--- src/rtl/fifo_pkg.sv ---
// fifo_pkg: shared occupancy-width helper and status flag bit positions for the queue family
package fifo_pkg;

    // Bit positions inside the packed status word
    // {overflow, underflow, almost_full, almost_empty, full, empty}
    typedef enum logic [2:0] {
        FLAG_EMPTY = 3'd0,
        FLAG_FULL  = 3'd1,
        FLAG_AE    = 3'd2,
        FLAG_AF    = 3'd3,
        FLAG_UNF   = 3'd4,
        FLAG_OVF   = 3'd5
    } fifo_flag_e;

    localparam int FLAG_W = 6;

    // Occupancy counter width: must hold every value 0..size inclusive
    function automatic int fifo_lw(input int size);
        return $clog2(size + 1);
    endfunction

endpackage

--- src/rtl/fifo_wrap_ptr.sv ---
// fifo_wrap_ptr: modulo-SIZE pointer that wraps explicitly, so non-power-of-2 depths work
module fifo_wrap_ptr
    import fifo_pkg::*;
#(
    parameter  int SIZE = 4,
    localparam int PW   = $clog2(SIZE)
) (
    input  logic          clk,
    input  logic          rst,
    input  logic          clr,
    input  logic          inc,
    output logic [PW-1:0] ptr
);

    localparam logic [PW-1:0] LAST = PW'(SIZE - 1);

    logic [PW-1:0] r_ptr;

    // Advance on each accept, returning to 0 after the last slot; flush wins over inc
    always_ff @(posedge clk or posedge rst) begin
        if (rst)
            r_ptr <= '0;
        else if (clr)
            r_ptr <= '0;
        else if (inc)
            r_ptr <= (r_ptr == LAST) ? '0 : r_ptr + 1'b1;
    end

    assign ptr = r_ptr;

endmodule

--- src/rtl/fifo_level.sv ---
// fifo_level: parametrised show-ahead FIFO with occupancy, thresholds, flush and sticky error flags
// Optional high-water mark output peak_level is built when FIFO_LEVEL_PEAK_EN is defined.
module fifo_level
    import fifo_pkg::*;
#(
    parameter  int SIZE      = 4,
    parameter  int WIDTH     = 8,
    parameter  int AF_THRESH = SIZE - 1,
    parameter  int AE_THRESH = 1,
    localparam int LW        = fifo_lw(SIZE)
) (
    input  logic             clk,
    input  logic             rst,
    input  logic             clr,
    input  logic             write_en,
    input  logic [WIDTH-1:0] write_data,
    input  logic             read_en,
    output logic [WIDTH-1:0] read_data,
    output logic             empty,
    output logic             full,
    output logic             almost_empty,
    output logic             almost_full,
    output logic [LW-1:0]    level,
    output logic             overflow,
    output logic             underflow
`ifdef FIFO_LEVEL_PEAK_EN
    ,
    output logic [LW-1:0]    peak_level
`endif
);

    localparam int            PW     = $clog2(SIZE);
    localparam logic [LW-1:0] L_SIZE = LW'(SIZE);
    localparam logic [LW-1:0] L_AF   = LW'(AF_THRESH);
    localparam logic [LW-1:0] L_AE   = LW'(AE_THRESH);

    logic [WIDTH-1:0]  r_mem [SIZE];
    logic [LW-1:0]     r_level;
    logic              r_ovf;
    logic              r_unf;
    logic [PW-1:0]     w_rptr;
    logic [PW-1:0]     w_wptr;
    logic [LW-1:0]     w_level_nxt;
    logic              w_do_rd;
    logic              w_do_wr;
    logic [FLAG_W-1:0] w_status;

    // Status word decoded purely from registered state
    always_comb begin
        w_status               = '0;
        w_status[FLAG_EMPTY]   = (r_level == '0);
        w_status[FLAG_FULL]    = (r_level == L_SIZE);
        w_status[FLAG_AE]      = (r_level <= L_AE);
        w_status[FLAG_AF]      = (r_level >= L_AF);
        w_status[FLAG_UNF]     = r_unf;
        w_status[FLAG_OVF]     = r_ovf;
    end

    assign empty        = w_status[FLAG_EMPTY];
    assign full         = w_status[FLAG_FULL];
    assign almost_empty = w_status[FLAG_AE];
    assign almost_full  = w_status[FLAG_AF];
    assign underflow    = w_status[FLAG_UNF];
    assign overflow     = w_status[FLAG_OVF];
    assign level        = r_level;

    // A read frees a slot in the same edge, so a full FIFO may still take a write alongside it
    assign w_do_rd = read_en && !empty && !clr;
    assign w_do_wr = write_en && (!full || read_en) && !clr;

    // Next occupancy: flush empties, a lone accept moves by one, paired accepts cancel
    always_comb begin
        w_level_nxt = clr                   ? '0 :
                      (w_do_wr && !w_do_rd) ? r_level + 1'b1 :
                      (w_do_rd && !w_do_wr) ? r_level - 1'b1 :
                                              r_level;
    end

    fifo_wrap_ptr #(.SIZE(SIZE)) u_rd_ptr (
        .clk (clk),
        .rst (rst),
        .clr (clr),
        .inc (w_do_rd),
        .ptr (w_rptr)
    );

    fifo_wrap_ptr #(.SIZE(SIZE)) u_wr_ptr (
        .clk (clk),
        .rst (rst),
        .clr (clr),
        .inc (w_do_wr),
        .ptr (w_wptr)
    );

    // Occupancy and sticky error flags; errors hold until reset or flush
    always_ff @(posedge clk or posedge rst) begin
        if (rst) begin
            r_level <= '0;
            r_ovf   <= 1'b0;
            r_unf   <= 1'b0;
        end else begin
            r_level <= w_level_nxt;
            r_ovf   <= !clr && (r_ovf || (write_en && full && !read_en));
            r_unf   <= !clr && (r_unf || (read_en && empty));
        end
    end

    // Storage is deliberately not reset; only accepted writes land
    always_ff @(posedge clk) begin
        if (w_do_wr)
            r_mem[w_wptr] <= write_data;
    end

    assign read_data = r_mem[w_rptr];

`ifdef FIFO_LEVEL_PEAK_EN
    logic [LW-1:0] r_peak;

    // High-water mark tracks the level being written at the same edge
    always_ff @(posedge clk or posedge rst) begin
        if (rst)
            r_peak <= '0;
        else if (clr)
            r_peak <= '0;
        else if (w_level_nxt > r_peak)
            r_peak <= w_level_nxt;
    end

    assign peak_level = r_peak;
`endif

endmodule

--- config.mk ---
export PLATFORM = sky130hd
export DESIGN_NAME = fifo_level
export DESIGN_NICKNAME = d
export VERILOG_FILES = /design/src/rtl/fifo_pkg.sv /design/src/rtl/fifo_wrap_ptr.sv /design/src/rtl/fifo_level.sv
export SDC_FILE = /design/constraint.sdc
export NUM_CORES = 1
export LEC_CHECK = 0
export ABC_AREA = 1
export BUFFER_PORTS_ARGS = -buffer_cell sky130_fd_sc_hd__buf_2
export CELL_PAD_IN_SITES_DETAIL_PLACEMENT = 0
export CELL_PAD_IN_SITES_GLOBAL_PLACEMENT = 1
export CORE_MARGIN = 3
export CORE_UTILIZATION = 39
export CTS_BUF_LIST = sky130_fd_sc_hd__clkbuf_16
export DETAILED_ROUTE_END_ITERATION = 16
export GPL_TIMING_DRIVEN = 0
export PLACE_DENSITY_LB_ADDON = 0.1
export SETUP_SLACK_MARGIN = 0.05
export SLEW_MARGIN = 30
export SYNTH_ARGS = -nofsm -noshare
export SYNTH_HDL_FRONTEND = slang
export SYNTH_HIERARCHICAL = 1
export SYNTH_SLANG_ARGS = --single-unit
--- constraint.sdc ---
create_clock -name clk -period 1.8 [get_ports clk]
set_clock_uncertainty 0.1 [all_clocks]
set_input_delay 0.18 -clock clk [delete_from_list [all_inputs] [get_ports clk]]
set_output_delay 0.18 -clock clk [all_outputs]
set_load 0.05 [all_outputs]
* After elaboration in Yosys (flattened, before gate mapping)
Memories as Yosys holds them, arrays and structs flattened. Cells that the tools add are included. Widths: inputs -> output; s select.
Storage, ports and cells: bits in writable memories 32, word-level logic and storage cells 50, memories 1, register bits 9, output and inout bits 17, input bits 13
Operators by class: equality and inequality tests 3, reduce and logical (&&, ||, !) cells 24, $lt $le $gt $ge 2, muxes and demuxes 11, add/sub/neg operators 4
Memories:
- r_mem | words 4, bits a word 8, rd ports 1, clocked after memory_dff 0, write ports 1, RTL line fifo_level.sv:37 | logic [WIDTH-1:0] r_mem [SIZE];
Operators by type and width (count):
- $mux 2 | 6
- $logic_and 1x1->1 | 11
- $mux 3 | 3
- $logic_not 1->1 | 6
- $add 2x1->2 const B | 2
- $eq 2x2->1 const B | 2
- $reduce_bool 2->1 | 2
- $add 3x1->3 const B | 1
- $eq 3x3->1 const B | 1
- $ge 3x2->1 const B | 1
- $le 3x1->1 const B | 1
- $logic_not 3->1 | 1
- $logic_or 1x1->1 | 3
- $reduce_bool 3->1 | 1
- $sub 3x1->3 const B | 1
- $mux 1 | 2

* Longest topological paths before layout
depth after elaboration 10, mapped depth 9, gate-level depth less buffers 9

* Cells and area by module
Netlist, hierarchy kept.
Modules (own cells, without submodules):
- fifo_level | seq. area each 1086.0 sq um, cells each 138, area each 1647.8 sq um, times used 1
- fifo_wrap_ptr | seq. area each 50.0 sq um, cells each 13, area each 103.8 sq um, times used 2

* Worst setup path after synthesis
No wires, ideal clock.
path kind register to register, start reg r_level[0] (netlist: level[0]), end mem r_mem[0][0] (enable), required time 1.317 ns, path buffers 0, stages on the path, launching flop included 6, period minus slack after synthesis 2.420 ns, setup time 0.383 ns, data arrival time 1.937 ns, setup slack -0.620 ns, cells stage by stage dfrtp_1 > inv_1 > ha_1 > nand3_2 > nand2_4 > nor3_1
On the way: word-level cells in the longest chain between the ends 7
Ends and longest elaborated chain:
- start: declaration | RTL line fifo_level.sv:38 | logic [LW-1:0] r_level;
- start signal: assignment | RTL line fifo_level.sv:102 | r_level <= w_level_nxt;
- $eq 3x3->1 | RTL line fifo_level.sv:52 | w_status[FLAG_FULL] = (r_level == L_SIZE);
- $logic_not 1->1 | RTL line fifo_level.sv:69 | assign w_do_wr = write_en && (!full || read_en) && !clr;
- $logic_or 1x1->1 | RTL line fifo_level.sv:69
- $logic_and 1x1->1 (2 in series) | RTL line fifo_level.sv:69
- $mux 1 | RTL line fifo_level.sv:110 | if (w_do_wr)
- $mux 1 (implied by the code) | RTL line fifo_level.sv:111 | r_mem[w_wptr] <= write_data;
- end: declaration | RTL line fifo_level.sv:37
Every way passes these cells.

* Final worst setup path
start reg r_level[0] (netlist: level[0]), end out almost_empty
On the way: word-level cells in the longest chain between the ends 1
Ends and longest elaborated chain:
- $le 3x1->1 | RTL line fifo_level.sv:53 | w_status[FLAG_AE] = (r_level <= L_AE);
- end: declaration | RTL line fifo_level.sv:21 | output logic almost_empty,
Every way passes these cells.

==> flow_metrics.env <==
export IMPL_hpwl_mm=2.86
export IMPL_synthTopCellsByArea="edfxtp_1 52%, dfrtp_1 12%, nor2_1 5.9%"
export IMPL_pre_cts_ws_ns=-0.0718
export IMPL_die_w_um=75.0
export IMPL_coreArea_um2=4470
export IMPL_pin_count=30
export IMPL_worst_slew_pin_slew_ns=0.324
export IMPL_cap_viol_max_count=0
export IMPL_slew_violations=0
export IMPL_worstSetupStartpointType="flip-flop"
export IMPL_yosysSeqAreaShare_pct=63.9
export IMPL_via_per_inst=5.11
export IMPL_synth_nets=184
export IMPL_synthCells=164
export IMPL_gp_congestion=0.789
export IMPL_yosys_area_top_type="edfxtp_1"
export IMPL_netlist_area_leader_share_pct=51.8
export IMPL_fin_cells=264
export IMPL_nNetsFinal=231
export IMPL_setup_worst_path_end_class="output port"
export IMPL_cts_made_buffers=5
export IMPL_dp_cells=245
export IMPL_grt_max_degree=14
export IMPL_ys_types=27
export IMPL_syn_area_um2=1860
export IMPL_fmax_mhz=589
export IMPL_worstHoldPathType="in -> reg"
export IMPL_cp_max_fo=3
export IMPL_worstPathRequired_ns=1.52
export IMPL_rows=24
export IMPL_worst_slack_ns=0.103
export IMPL_avgSynthCellArea_um2=11.3
export IMPL_initial_core_util_pct=41.5
export IMPL_p_per_area_nw_per_um2=1400
export IMPL_antenna_left=0
export IMPL_dieArea_um2=5620
export IMPL_tritoncts="done"
export IMPL_area_growth_pct=36.8
export IMPL_grt_overflow=0
export IMPL_p_leak_nw=1.06
export IMPL_dr_first_iter_drc_count=39
export IMPL_wl_per_cell_um=15.9
export IMPL_antenna_found_initial=0
export IMPL_outcome="completed"
export IMPL_grt_usage_pct=16.7
export IMPL_relSlewSlack_pct=78.4
export IMPL_ys_warn_count=6
export IMPL_fin_crit_ns=1.70
export IMPL_drc_errors=0
export IMPL_num_vias=1350
export IMPL_root_buffer="clkbuf_16"
export IMPL_rsz0062_at_grt="true"
export IMPL_cts_num_sinks=41
export IMPL_fin_setup_tns_ns=0
export IMPL_die_h_um=75.0
export IMPL_clock_latency_ns=0.28
export IMPL_peakVddDrop_mv=0.724
export IMPL_hold_viol_final=0
export IMPL_critPathKind="reg -> out"
export IMPL_power_mw=3.55
export IMPL_htreeDepth=2
export IMPL_fin_crit_sh_pct=94.3
export IMPL_grt_pass1_vias=1399
export IMPL_synth_seq_cells=41
export IMPL_grt_pass1_wl_mm=6.79
export IMPL_wl_mm=4.19
export IMPL_diodes=0
export IMPL_firstDrtPassIters=4
export IMPL_arrival_ns=1.42
export IMPL_cts_buffer_depth=2
export IMPL_drive_gt1_share_pct=40.1
export IMPL_setup_viol=0
export IMPL_io_buffers=29
export IMPL_final_util_pct=56.7
export IMPL_clk_pin_slew_worst_paths_ns=0.06
## final cells by class
type	instances	area (um2)
clock buffer	5	125
buffer	3	30.0
multi-input combinational	98	698
timing repair buffer	40	319
inverter	22	92.6
clock inverter	3	17.5
fill	389	1940
tap	52	65.1
sequential	41	1190
## state kept, by name (all words and copies together), names as in the netlist
| register | cells |
|---|---|
| r_mem | 32 |
| level | 3 |
| u_rd_ptr/ptr | 2 |
| u_wr_ptr/ptr | 2 |
| overflow | 1 |
| underflow | 1 |
## timing repair
action,in CTS,in global routing
setup buffers,8,2
pin swaps,3,2
hold buffers,1,0
resized for setup,21,8
setup endpoints to repair,41,26
hold endpoints to repair,9,0
## worst max-delay path: stages (launching register included)
cell,delay [ns]
dfrtp_2,0.43
buf_4,0.15
ha_1,0.18
a21oi_1,0.15
nor2_2,0.05
buf_4,0.18
## logic make-up (layout without fill, tap and decap cells)
group | count (synthesis) | after routing | synth area share, %
AND/OR/NAND/NOR | 56 | 56 | 15.2
flip-flops | 41 | 41 | 63.9
AO/OA/AOI/OAI | 34 | 34 | 9.91
buffers and inverters | 25 | 73 | 5.73
adder cells (fa/ha/maj) | 7 | 7 | 4.72
XOR/XNOR | 1 | 1 | 0.472
## metrics by stage
stage	hold slack (ns)	instance area (um2)
2_1_floorplan	-0.179	1990
3_3_place_gp	-0.0340	2200
3_5_place_dp	-0.0252	2200
4_1_cts	0.00863	2480
5_1_grt	0.00796	2540
6_report	0.0143	2540
## worst paths after layout
kind                                    start              end  slack, ns  cells after the start
worst min register to register      underflow        underflow       0.41                      1
worst max-delay path                 level[0]     almost_empty       0.10                      5
worst min-delay path            write_data[1]      r_mem[1][1]       0.01                      1
min in group asynchronous                 rst  u_wr_ptr/ptr[1]       0.24                      3
worst max register to register       level[1]      r_mem[3][2]       0.14                      6
max in group asynchronous                 rst         level[0]       1.09                      3
## synthesized netlist by cell type (all sizes together)
master and number:
nand2 12, nor2 32, edfxtp 32, a21oi 2, ha 7, o22ai 8
nor3 4, dfrtp 9, inv 20, o21a 1, a31oi 1, buf 3
o21ai 22, nand4 2, nand3 6, xor2 1, clkinv 2
## cell usage in the layout, fill, tap and decap left out, types with 8 or more instances in the layout
cell      instances
nand2_1           8
inv_1            14
buf_4            11
nor2_1           27
o22ai_2           8
buf_6             9
buf_2            19
edfxtp_1         32
o21ai_0          18
## metal layers
metal	vias to the layer above	wire [um]	track usage, %
li1	660	-	-
met1	667	1840	21.5
met2	21	2210	27.9
met3	2	110	3.74
met4	0	23	5.93
met5	-	0	0
## power by group
group / internal (mW) / switching, mW / total [mW]
clock: 0.508 / 0.339 / 0.847
combinational: 0.501 / 1.03 / 1.53
sequential: 1.10 / 0.0719 / 1.17
Power figures use the tool's default switching activity.
